===== src/rtl/sincronizador_antirrebote.sv =====
`default_nettype none
// ============================================================================
// Module   : sincronizador_antirrebote
// Brief    : Multi-channel synchroniser and debouncer for asynchronous
//            board inputs. Each channel passes through an N_ETAPAS
//            flip-flop chain into the clk domain. A debounce counter then
//            accepts a new level only after it has persisted for
//            DEBOUNCE_CICLOS consecutive cycles.
//            Optional one-cycle edge pulses are built when the macro
//            SINCRONIZADOR_PULSOS_EN is defined. Without the macro,
//            pulso_subida and pulso_bajada are tied to 0.
// Revision : 1.0 - initial multi-channel release
// ============================================================================
module sincronizador_antirrebote #(
   parameter int N_CANALES       = 4,
   parameter int N_ETAPAS        = 3,
   parameter int DEBOUNCE_CICLOS = 16
) (
   input  logic                 clk,
   input  logic                 reset,
   input  logic [N_CANALES-1:0] entrada_asincronica,
   output logic [N_CANALES-1:0] salida_estable,
   output logic [N_CANALES-1:0] pulso_subida,
   output logic [N_CANALES-1:0] pulso_bajada
);

   // Counter wide enough to hold DEBOUNCE_CICLOS-1, with one spare bit so
   // that DEBOUNCE_CICLOS=1 still gets a legal 1-bit counter.
   localparam int CNT_W = $clog2(DEBOUNCE_CICLOS) + 1;

   // Terminal count. When the counter sits here and the level still
   // differs, the new level is accepted.
   localparam logic [CNT_W-1:0] c_cnt_max = CNT_W'(DEBOUNCE_CICLOS - 1);

   // Reject configurations that cannot synchronise or debounce.
   if (N_ETAPAS < 2 || DEBOUNCE_CICLOS < 1) begin : g_param_check
      $error("sincronizador_antirrebote: N_ETAPAS must be >= 2 and DEBOUNCE_CICLOS >= 1");
   end

   // Per-channel combinational debounce results, gathered into vectors.
   logic [N_CANALES-1:0] w_acepta;
   logic [N_CANALES-1:0] w_sync_q;

   for (genvar i = 0; i < N_CANALES; i++) begin : g_canal

      logic [N_ETAPAS-1:0] r_sync;
      logic [CNT_W-1:0]    r_cnt;
      logic                r_estable;
      logic                w_difiere;
      logic [CNT_W-1:0]    w_cnt_next;

      // Synchroniser chain: stage 0 captures the raw pin, and each later
      // stage copies the previous one.
      always_ff @(posedge clk) begin
         if (reset) begin
            r_sync <= '0;
         end else begin
            r_sync <= {r_sync[N_ETAPAS-2:0], entrada_asincronica[i]};
         end
      end

      assign w_sync_q[i] = r_sync[N_ETAPAS-1];
      assign w_difiere   = w_sync_q[i] ^ r_estable;

      // Acceptance happens on the cycle that would otherwise push the
      // counter past its terminal count.
      assign w_acepta[i] = w_difiere && (r_cnt == c_cnt_max);

      // Next counter value. The counter restarts whenever the synchronised
      // level agrees with the accepted level, or when a change is accepted.
      always_comb begin
         w_cnt_next = '0;
         if (w_difiere && !w_acepta[i]) begin
            w_cnt_next = r_cnt + CNT_W'(1);
         end
      end

      // Debounce state: counter and accepted level. Reset discards any
      // partial count.
      always_ff @(posedge clk) begin
         if (reset) begin
            r_cnt     <= '0;
            r_estable <= 1'b0;
         end else begin
            r_cnt <= w_cnt_next;
            if (w_acepta[i]) begin
               r_estable <= w_sync_q[i];
            end
         end
      end

      assign salida_estable[i] = r_estable;

`ifdef SINCRONIZADOR_PULSOS_EN
      logic r_pulso_sub;
      logic r_pulso_baj;

      // Edge pulses: registered on the same edge that updates r_estable,
      // so each pulse lines up with the new output level. Only one of the
      // two can be set, because the accepted level is either 1 or 0.
      always_ff @(posedge clk) begin
         if (reset) begin
            r_pulso_sub <= 1'b0;
            r_pulso_baj <= 1'b0;
         end else begin
            r_pulso_sub <= w_acepta[i] &  w_sync_q[i];
            r_pulso_baj <= w_acepta[i] & ~w_sync_q[i];
         end
      end

      assign pulso_subida[i] = r_pulso_sub;
      assign pulso_bajada[i] = r_pulso_baj;
`else
      // Pulses disabled: no pulse registers exist, and the outputs are held
      // low.
      assign pulso_subida[i] = 1'b0;
      assign pulso_bajada[i] = 1'b0;
`endif

   end : g_canal

endmodule : sincronizador_antirrebote
`default_nettype wire


===== config.mk =====
export PLATFORM = sky130hd
export DESIGN_NAME = sincronizador_antirrebote
export DESIGN_NICKNAME = d
export VERILOG_FILES = /design/src/rtl/sincronizador_antirrebote.sv
export SDC_FILE = /design/constraint.sdc
export NUM_CORES = 1
export LEC_CHECK = 0
export ABC_AREA = 1
export CAP_MARGIN = 20
export CORE_ASPECT_RATIO = 0.6
export CORE_MARGIN = 2
export CORE_UTILIZATION = 50
export CTS_BUF_LIST = sky130_fd_sc_hd__clkbuf_4
export CTS_CLUSTER_DIAMETER = 40
export DETAILED_ROUTE_END_ITERATION = 8
export PLACE_DENSITY = 0.73
export SYNTH_ARGS = -nofsm -noshare
export SYNTH_HDL_FRONTEND = slang
export SYNTH_SLANG_ARGS = --single-unit

===== constraint.sdc =====
create_clock -name clk -period 1.6 [get_ports clk]
set_input_delay 0.32 -clock clk [delete_from_list [all_inputs] [get_ports clk]]
set_output_delay 0.32 -clock clk [all_outputs]
set_load 0.02 [all_outputs]

-- Word-level counts from Yosys, hierarchy flattened
Index checks and enable logic that the tools add are counted.
- bits of input ports: 6
- register bits: 36
- bitwise operators: 8
- reductions and logical operators: 16
- add/subtract/negate cells: 4
- equal/unequal tests: 4
- operator list (cell ; count):
    $add A5 B1 Y5 const B ; 4
    $eq A5 B4 Y1 const B ; 4
    $logic_and A1 B1 Y1 ; 8
    $reduce_or A2 Y1 ; 4
    $logic_not A1 Y1 ; 4
    $not A1 Y1 ; 4
    $xor A1 B1 Y1 ; 4

-- Depth between registers and ports, before layout
- depth in word-level cells: 6
- gate-level depth with buffers: 7
- depth with buffers taken out: 7

-- Worst setup path after synthesis
No wires, ideal clock.
- kind: register to register
- start point: reg g_canal[0].r_cnt[0]
- end point: reg g_canal[0].r_cnt[3]
- period minus slack after synthesis: 1217 ps
- arrival: 1152 ps
- stages on the path, launching flop included: 8
- buffers on the path: 0
- slack: 383 ps
- library setup time: 65 ps
- path through: dfxtp_1 > ha_1 > nand2_1 > nor2_1 > ha_1 > nor2_1 > nand3_1 > nor2_1
- cells in the longest elaborated chain, start to end: 6
- elaborated cells on any way between the ends: 7
- classes of those cells: add/sub (1); eq/ne (1); bitwise (1); reduce/logical (4)
- ends and longest elaborated chain (element ; line ; RTL):
    start, declared ; 47 ; logic [CNT_W-1:0] r_cnt;
    start signal, assigned ; 85 ; r_cnt <= w_cnt_next;
    $eq A5 B4 Y1 ; 67 ; assign w_acepta[i] = w_difiere && (r_cnt == c_cnt_max);
    $logic_and A1 B1 Y1 ; 67 ;
    $logic_not A1 Y1 ; 73 ; if (w_difiere && !w_acepta[i]) begin
    $logic_and A1 B1 Y1 ; 73 ;
    $not A1 Y1 (no line) ; n/a ;
    $reduce_or A2 Y1 (no line) ; n/a ;
Several ways; a longest one is shown, not always the timed one.
A chain may end at the register's enable or synchronous reset.

-- Final worst setup path
- start point: reg g_canal[1].r_cnt[0]
- end point: reg g_canal[1].r_estable
- cells in the longest elaborated chain, start to end: 2
- ends and longest elaborated chain (element ; line ; RTL):
    start, declared ; 47 ;
    start signal, assigned ; 85 ;
    $eq A5 B4 Y1 ; 67 ;
    $logic_and A1 B1 Y1 ; 67 ;
    end signal, assigned ; 87 ; r_estable <= w_sync_q[i];
    end, declared ; 48 ; logic r_estable;
Every way passes these cells.

==> summary.txt <==
STA
  • Crit path time final: between 1 and 1.5 ns
  • Period Utilization, post-route: 89.01%
  • Slew Limit Fails: 0
  • Setup ws final: 0.1759 ns
  • Clk_skew: ~0.0043 ns
  • Unrepaired setup endpoints after global routing: no
  • Endpoints failing hold: 0
  • Max Fclk: 0.7022 GHz
  • Setup violations, final: 0
  • TNS Setup: 0 ns

GRT
  • First-pass GRT wire length: around 3.7 mm
  • Vias in the first global route: between 900 and 1000
  • GRT overflow: 0
  • Largest net degree at the start of global routing: 12
  • Total Routing Usage GR: 15.35%
  • Initial antenna violation count: 0

Clock network
  • H-tree levels: 2
  • Root buf cell: clkbuf_4
  • Clk sinks: 36
  • Clk slew on worst S/H paths: roughly 0.10 ns
  • Max Root-Sink Buffers: 2
  • Number of CTS-inserted buffers: 5
  • Insertion delay of the later-clocked pin in the worst-skew pair: 0.34 ns
  • Post-CTS Setup Repair Bufs: 0
  • CTS tree: built

Synth
  • Most instantiated cells after synthesis: nor2_1 (38), dfxtp_1 (36), inv_1 (32), nand2_1 (20), buf_4 (13)
  • Leading area contributor after synthesis: dfxtp_1
  • Most frequent cell after synthesis: nor2_1
  • Synth top area cells: dfxtp_1 (48%), nor2_1 (9.6%), inv_1 (8.1%)
  • Syn avg cell area: 8.522 sq um
  • Synth unique cells: 15
  • Gate Count Post-Synth: 175
  • Post-synth top flop: dfxtp_1
  • Synth async-reset ratio: 0%
  • Post-synth top area share: between 40% and 50%
  • Register area share after synthesis: between 40 and 50%
  • Post-synth EDFFs: 0
  • Mapped cell area: 1491 sq um
  • Synth Warn #: 0
  • Seq cells post-synth: 36

Cells and area
  • Final design area excluding fillers: 1618 sq um
  • Fraction of layout cells with a size suffix above 1: approximately 9.6%
  • NumNets Final: 200
  • Area delta synth->final: 8.473%
  • Antenna Cells: 0
  • Util after Layout: 56.71%

Critical path
  • WP data arrival: 1.66 ns
  • Required time of the critical path: ~1.8 ns
  • Critical path capture point type: flip-flop
  • Worst r2r path cells: 6
  • CP startpoint kind: flip-flop
  • Critical path class: reg2reg
  • Maximum fanout along the worst path: 4

Route
  • Routed WL per cell: 9.319 um
  • Initial drt markers: 23
  • DRC: 0
  • Final WL: 2.134 mm
  • Remaining antenna violation count: 0
  • Routed vias: 1012
  • DR vias/cell: 4.419
  • Drt first pass iters: 4

Pwr
  • Pwr dens: 899.9 nW/um^2
  • Peak supply drop: 0.5953 mV
  • Leak pwr: 0.6717 nW
  • Tot Pwr: about 0.0015 W

Floorplanning
  • Core Box Area: roughly 2900 sq um
  • Die area: 3450 sq um
  • Die Ht: 46.31 um
  • Starting density of the core: 52.28%
  • Die Wd: 74.51 um
  • Boundary Pins: 18
  • FP Rows: 15

Placement
  • Placed inst area: 1567 sq um
  • Placer congestion estimate: 0.7247
  • Post-DP HPWL: roughly 1.7 mm
  • Setup WS pre-CTS: between 0.15 and 0.2 ns
  • Port bufs: 9

Job
  • MaxCap Viol Count: 0

Status
  • Outcome: finished, final reports clean

Min path
  • Hold Path Class: reg2reg
  • Hold path depth: 2
[area by class of cell]
| cell class | instances | area [sq um] |
|---|---|---|
| clock buffer | 7 | 52.55 |
| clock inverter | 1 | 3.754 |
| fill | 266 | 1235 |
| inverter | 32 | 120.1 |
| multi-input combinational | 100 | 568.0 |
| sequential | 36 | 720.7 |
| tap | 42 | 52.55 |
| timing repair buffer | 11 | 100.1 |
[sequential cells by signal, indices dropped and copies added (netlist names)]
name and flops:
g_canal.r_cnt 20, g_canal.r_estable 4, g_canal.r_sync 12
[worst max-delay path, stage by stage, from the launching register on]
cell,delay (ns)
dfxtp_1,0.40
ha_1,0.21
nand2_1,0.06
nor2_1,0.10
ha_1,0.25
nor2_1,0.06
a211oi_1,0.23
[per-stage QoR]
step                      hold WS [ns]  cells
after floorplan                 0.3883    182
after global placement          0.3908    221
after detailed placement        0.3933    221
after CTS                       0.4054    229
after global routing            0.4229    229
final                           0.4066    229
[final timing paths]
path	to	startpoint	slack [ns]
setup / recovery	g_canal[1].r_estable	g_canal[1].r_cnt[0]	0.18
hold / removal	g_canal[2].r_sync[2]	g_canal[2].r_sync[1]	0.41
setup reg to reg	g_canal[1].r_estable	g_canal[1].r_cnt[0]	0.18
hold reg to reg	g_canal[2].r_sync[2]	g_canal[2].r_sync[1]	0.41
[cells by family after synthesis]
logic type | Yosys count | share of synthesized area (%)
buffers and inverters | 46 | 15.35
and+or+nand+nor | 76 | 25.00
DFF | 36 | 48.32
other | 1 | 0.2514
AOI/OAI and AO/OA | 4 | 2.014
adders and majority gates | 8 | 6.712
xor gates and xnor gates | 4 | 2.349
[layer usage]
layer  global-route usage (%)  wire length, um  share of wire [%]  vias up
met5                        0                0                  0        -
met2                    26.55             1031                 48       25
met3                    8.753              131                6.1        9
met4                    6.786               50                2.3        0
met1                    15.42              920                 43      448
li1                         -                -                  -      530
[report_power, final]
| group | internal (W) | switching, W |
|---|---|---|
| Combinational | 0.0000240 | 0.0000434 |
| Sequential | 0.000909 | 0.00000558 |
| Clock | 0.000203 | 0.000271 |
| Total | 0.00114 | 0.000320 |
[placed cells by master (no fill, tap or decap)]
cell type        netlist  final
ha_1                   8      8
clkbuf_4               0      7
buf_4                 13      2
nand3_4                3      3
xnor2_1                4      4
nor2_2                 3      3
nand2_1               20     20
nand3_1                5      5
dlygate4sd2_1          0      4
a211oi_1               4      4
conb_1                 1      8
nand4_1                4      4
inv_1                 32     32
nor2_1                38     38
dfxtp_1               36     36
clkinv_1               0      1
nor2_4                 3      3
clkdlybuf4s50_1        0      5
[timing repair]
item,CTS,global route
hold buffers,0,0
endpoints found under the setup margin,4,0
gates resized for setup,4,0
(Power assumes the default switching activity.)
